[src/rtl/simple_arch_pkg.sv]
// Shared constants, instruction field positions and fetch FSM states.
// HALT_DETECT_EN adds the HALT state to the state enum.
package simple_arch_pkg;

   localparam int unsigned XLEN   = 16;
   localparam int unsigned OPC_HI = 15;
   localparam int unsigned OPC_LO = 14;
   localparam int unsigned FN_HI  = 7;
   localparam int unsigned FN_LO  = 4;

   localparam logic [1:0]      OPC_HLT = 2'b11;
   localparam logic [3:0]      FN_HLT  = 4'b1111;
   // Function field 4'b1110: decoder does no register write and no forwarding match.
   localparam logic [XLEN-1:0] NOP     = 16'hC0E0;

   typedef enum logic [2:0] {
      S_FETCH = 3'd0,
      S_WAIT  = 3'd1,
      S_ISSUE = 3'd2,
`ifdef HALT_DETECT_EN
      S_DROP  = 3'd3,
      S_HALT  = 3'd4
`else
      S_DROP  = 3'd3
`endif
   } fetch_state_t;

   function automatic logic is_hlt(input logic [XLEN-1:0] insn);
      return (insn[OPC_HI:OPC_LO] == OPC_HLT) && (insn[FN_HI:FN_LO] == FN_HLT);
   endfunction

endpackage

[src/rtl/cmd_history.sv]
// Three-deep issued-instruction history; flush inserts NOP at the head while still shifting.
module cmd_history
   import simple_arch_pkg::*;
(
   input  logic            clk,
   input  logic            reset,
   input  logic            shift,
   input  logic            flush,
   input  logic [XLEN-1:0] din,
   output logic [XLEN-1:0] o_cmd,
   output logic [XLEN-1:0] o_before,
   output logic [XLEN-1:0] o_two_before
);

   logic [XLEN-1:0] r_cmd;
   logic [XLEN-1:0] r_before;
   logic [XLEN-1:0] r_two_before;

   always_ff @(posedge clk) begin
      if (reset) begin
         r_cmd        <= NOP;
         r_before     <= NOP;
         r_two_before <= NOP;
      end else if (shift || flush) begin
         r_cmd        <= flush ? NOP : din;
         r_before     <= r_cmd;
         r_two_before <= r_before;
      end
   end

   assign o_cmd        = r_cmd;
   assign o_before     = r_before;
   assign o_two_before = r_two_before;

endmodule

[src/rtl/fetch_issue_unit.sv]
// Instruction fetch/issue FSM with redirect, stall and optional halt (HALT_DETECT_EN).
//
// state   | meaning
// S_FETCH | request pc from imem (req low only in the first cycle after reset)
// S_WAIT  | request outstanding, waiting for imem_ack
// S_ISSUE | command presented downstream, held while stall
// S_DROP  | redirected with request in flight; swallow its ack
// S_HALT  | HLT issued, everything frozen until reset
module fetch_issue_unit
   import simple_arch_pkg::*;
(
   input  logic            clk,
   input  logic            reset,
   output logic            imem_req,
   output logic [XLEN-1:0] imem_addr,
   input  logic            imem_ack,
   input  logic [XLEN-1:0] imem_data,
   input  logic            pc_load,
   input  logic [XLEN-1:0] branch_target,
   input  logic            stall,
   output logic [XLEN-1:0] command,
   output logic [XLEN-1:0] before_command,
   output logic [XLEN-1:0] two_before_command,
   output logic            cmd_valid,
   output logic [XLEN-1:0] pc_out,
   output logic            halted
);

   fetch_state_t    r_state;
   logic [XLEN-1:0] r_pc;
   logic [XLEN-1:0] r_pc_out;
   logic            r_req;
   logic            r_valid;
   logic            w_ack_take;
   logic            w_run;
   logic            w_shift;
   logic            w_flush;
   logic [XLEN-1:0] w_cmd;

`ifdef HALT_DETECT_EN
   logic r_halted;
   assign w_run  = (r_state != S_HALT);
   assign halted = r_halted;
`else
   assign w_run  = 1'b1;
   assign halted = 1'b0;
`endif

   assign w_ack_take = r_req && imem_ack && ((r_state == S_FETCH) || (r_state == S_WAIT));

   always_comb begin
      w_shift = 1'b0;
      w_flush = 1'b0;
      if (w_run) begin
         if (pc_load)
            w_flush = 1'b1;
         else if (w_ack_take)
            w_shift = 1'b1;
      end
   end

   always_ff @(posedge clk) begin
      if (reset) begin
         r_state  <= S_FETCH;
         r_pc     <= '0;
         r_pc_out <= '0;
         r_req    <= 1'b0;
         r_valid  <= 1'b0;
`ifdef HALT_DETECT_EN
         r_halted <= 1'b0;
`endif
      end else begin
         case (r_state)
            S_FETCH, S_WAIT: begin
               if (pc_load) begin
                  r_pc    <= branch_target;
                  r_valid <= 1'b0;
                  // A request still in flight must have its ack swallowed.
                  if (r_req && !imem_ack) begin
                     r_state <= S_DROP;
                     r_req   <= 1'b0;
                  end else begin
                     r_state <= S_FETCH;
                     r_req   <= 1'b1;
                  end
               end else if (w_ack_take) begin
                  r_pc_out <= r_pc;
                  r_pc     <= r_pc + 16'd1;
                  r_valid  <= 1'b1;
                  r_state  <= S_ISSUE;
                  r_req    <= 1'b0;
               end else begin
                  r_state <= S_WAIT;
                  r_req   <= 1'b1;
               end
            end
            S_ISSUE: begin
               if (pc_load) begin
                  r_pc    <= branch_target;
                  r_valid <= 1'b0;
                  r_state <= S_FETCH;
                  r_req   <= 1'b1;
               end else if (!stall) begin
                  r_valid <= 1'b0;
`ifdef HALT_DETECT_EN
                  if (is_hlt(w_cmd)) begin
                     r_state  <= S_HALT;
                     r_req    <= 1'b0;
                     r_halted <= 1'b1;
                  end else begin
                     r_state <= S_FETCH;
                     r_req   <= 1'b1;
                  end
`else
                  r_state <= S_FETCH;
                  r_req   <= 1'b1;
`endif
               end
            end
            S_DROP: begin
               if (pc_load) begin
                  r_pc    <= branch_target;
                  r_valid <= 1'b0;
               end
               if (imem_ack) begin
                  r_state <= S_FETCH;
                  r_req   <= 1'b1;
               end
            end
`ifdef HALT_DETECT_EN
            S_HALT: begin
               r_req <= 1'b0;
            end
`endif
            default: begin
               r_state <= S_FETCH;
               r_req   <= 1'b0;
            end
         endcase
      end
   end

   cmd_history u_hist (
      .clk          (clk),
      .reset        (reset),
      .shift        (w_shift),
      .flush        (w_flush),
      .din          (imem_data),
      .o_cmd        (w_cmd),
      .o_before     (before_command),
      .o_two_before (two_before_command)
   );

   assign command   = w_cmd;
   assign imem_req  = r_req;
   assign imem_addr = r_pc;
   assign cmd_valid = r_valid;
   assign pc_out    = r_pc_out;

endmodule

[config.mk]
export PLATFORM = sky130hd
export DESIGN_NAME = fetch_issue_unit
export DESIGN_NICKNAME = d
export VERILOG_FILES = /design/src/rtl/simple_arch_pkg.sv /design/src/rtl/cmd_history.sv /design/src/rtl/fetch_issue_unit.sv
export SDC_FILE = /design/constraint.sdc
export NUM_CORES = 1
export LEC_CHECK = 0
export CORE_UTILIZATION = 40
export DETAILED_ROUTE_END_ITERATION = 12
export PLACE_DENSITY = 0.75
export SLEW_MARGIN = 40
export SYNTH_ARGS = -nofsm -noshare
export SYNTH_HDL_FRONTEND = slang
export SYNTH_SLANG_ARGS = --single-unit
[constraint.sdc]
create_clock -name clk -period 1.5 [get_ports clk]
set_input_delay 0.3 -clock clk [delete_from_list [all_inputs] [get_ports clk]]
set_output_delay 0.3 -clock clk [all_outputs]
set_load 0.01 [all_outputs]
==> impl_metrics.toml <==
[outcome]
outcome = "completed"

[die]
ios = 120
die_area_um2 = 8870
rows = 33
die_h_um = 94.2
initial_core_util_pct = 41.3
core-area_um2 = 8220
dieWidth_um = 94.2

[finish]
drive_gt1_share_pct = 16.4
nNetsFinal = 618
fin_util_pct = 63.6
multi_input_area_um2 = 1630
fillCellCount = 747
regArea_um2 = 1700
final_cells = 690
area_growth_pct = 53.8
n_antenna_cell = 0

[detailed_routing]
first_pass_iters = 4
drc_errors = 0
num_vias = 3572
ant_nets = 0
drt-initial-drc-count = 139
routed_wl_um = 9960
viasPerCell = 5.18
wl_per_cell_um = 14.4

[power]
p_total_mw = 5.03
leakage_nw = 2.27
power_density_nw_per_um2 = 962
vdd_ir_drop_max_mv = 0.537

[critical_path]
crit_required_ns = 1.75
crit_path_max_incr_delay_ns = 0.34
critical-path-top-delay-family = "simple AND/OR/NAND/NOR gates"
worstSetupPathType = "reg2reg"
crit_fanout = 8
worst_path_max_delay_cell = "dfxtp_2"
path_common_cell = "a21oi_1"
startpoint_type = "flop"
cp-end-kind = "flop"
worst-path-buf-inv = 2
crit_chain = "nand3b_1, buf_4, buf_6, a21oi_1, a21oi_1, nor4_2"
cp.arrival_ns = 1.74

[synth]
synth_ff_type = "dfxtp_1"
synth_fa_ha_area_share_pct = 0.368
synthMuxAreaShare_pct = 0.589
synth_top_area_cell = "dfxtp_1"
syn_area_per_cell_um2 = 7.88
syn_nets = 469
synth_top_family_by_area = "simple AND/OR/NAND/NOR gates"
ys_ff_latch = 84
synth_cells = 431
netlist_area_um2 = 3400
synth-edff-count = 0
synth_compound_area_share_pct = 15.9
synth_warnings = 0
postSynth.asyncResetShare_pct = 0
synth_xor_area_share_pct = 1.03
synthSimpleGateAreaFrac_pct = 27.8
seq_area_frac_synth_pct = 49.5
ys_top_cells_by_area = "dfxtp_1 (50%), nand2_1 (15%), a21oi_1 (8.8%), clkbuf_1 (2.4%), nand3b_1 (2.4%)"
ys_types = 47
synth_commonest_cells = "nand2_1 (140), dfxtp_1 (84), a21oi_1 (60), clkbuf_1 (22), nor2_1 (13)"
synth_most_common_cell = "nand2_1"
synth_top_area_share_pct = 49.5

[clock_network]
cts.sinks = 84
clkTransAtPathRegs_ns = 0.09
clock_latency_ns = 0.35
numCtsBuffers = 9
cts_root_buf = "clkbuf_8"
cts_max_level = 3
cts.path.max_buffers = 2
cts_tree = "yes"

[sta]
slew_viol_final = 0
fmax_mhz = 672
min_period_ns = 1.49
min_period_over_period_pct = 99.2
skew_ns = 0.00887
fin_setup_tns_ns = 0
setup_viol_count_final = 0
finalHoldViolCount = 0
hold_slack_ns = 0.388

[place]
dp_hpwl_um = 7170
routabilityCongestion = 0.909
port-buffer-count = 118
dp.cells = 672

[hold_path]
hold_path_class = "in2reg"

[global_routing]
grt_max_degree = 29
grt_use_total_pct = 22.6
grt_pass1_vias = 3315
grt-ovfl-total = 0
antenna_found_initial = 0
grt_pass1_wl_um = 15800

[job]
max_cap_violations = 0
## worst register-to-register path: stages (launching register included)
cell	delay (ns)
dfxtp_2	0.34
nand3b_1	0.24
buf_4	0.19
buf_6	0.13
a21oi_1	0.16
a21oi_1	0.09
nor4_2	0.25
## where the power goes
group	switching, mW	total [mW]	internal (mW)
clock network	0.837	1.85	1.02
registers	0.0804	2.40	2.32
logic	0.383	0.773	0.391
## metal layers
layer	share of wire (%)	GRT usage, %	vias up
met5	0	0	-
met4	1.4	8.85	0
met3	5.2	3.96	13
met2	49	39.1	117
met1	44	27.7	1688
li1	-	-	1754
## cell type report
type,count,area share [%]
well taps,105,2.51
flip-flops and latches,84,32.6
clock inverters,4,0.982
multi-input cells,310,31.2
clock buffers,12,3.59
inverters,6,0.431
repair buffers,169,28.7
## logic make-up (layout without fill, tap and decap cells)
kind of cell,Yosys count,count (layout)
and+or+nand+nor,211,211
AOI/OAI and AO/OA,91,91
DFF,84,84
buffers and inverters,37,191
xor gates and xnor gates,4,4
muxes,2,2
adders and majority gates,1,1
other,1,1
## state kept, by name, indices dropped and copies added, names as in the netlist
name                 count
imem_addr               16
pc_out                  16
imem_req                 1
u_hist.o_cmd            16
u_hist.o_two_before     16
u_hist.o_before         16
r_state                  2
cmd_valid                1
## final timing paths
check	end	slack, ns	cells after the start	startpoint
setup / recovery	imem_addr[8]	0.01	6	r_state[1]
hold / removal	imem_addr[15]	0.39	3	reset
setup reg to reg	imem_addr[8]	0.01	6	r_state[1]
hold reg to reg	u_hist.o_two_before[3]	0.45	2	u_hist.o_two_before[3]
## cells in the final DEF, fill, tap and decap left out, types with 6 or more instances in the layout
master / count
a211oi_1: 6
a21oi_1: 60
buf_4: 47
clkbuf_8: 10
clkdlybuf4s50_1: 34
dfxtp_1: 72
dfxtp_2: 9
dlygate4sd2_1: 82
inv_1: 6
nand2_1: 140
nand3_1: 12
nand3b_1: 11
nor2_1: 12
nor3_1: 7
## timing repair
action	4_1_cts	5_1_grt
hold buffers	0	0
pin swaps	0	2
endpoints found under the setup margin	86	50
resized for setup	92	9
setup buffers	0	2
hold endpoints to repair	0	0
## through the flow
step	cell area [um^2]	setup slack, ns
4_1_cts	5180	0.00229
2_1_floorplan	3450	-0.0389
5_1_grt	5230	-0.0813
3_3_place_gp	5030	-0.335
6_report	5230	0.0127
3_5_place_dp	5030	-0.394
Note: power is estimated with default switching activity, not from simulation.
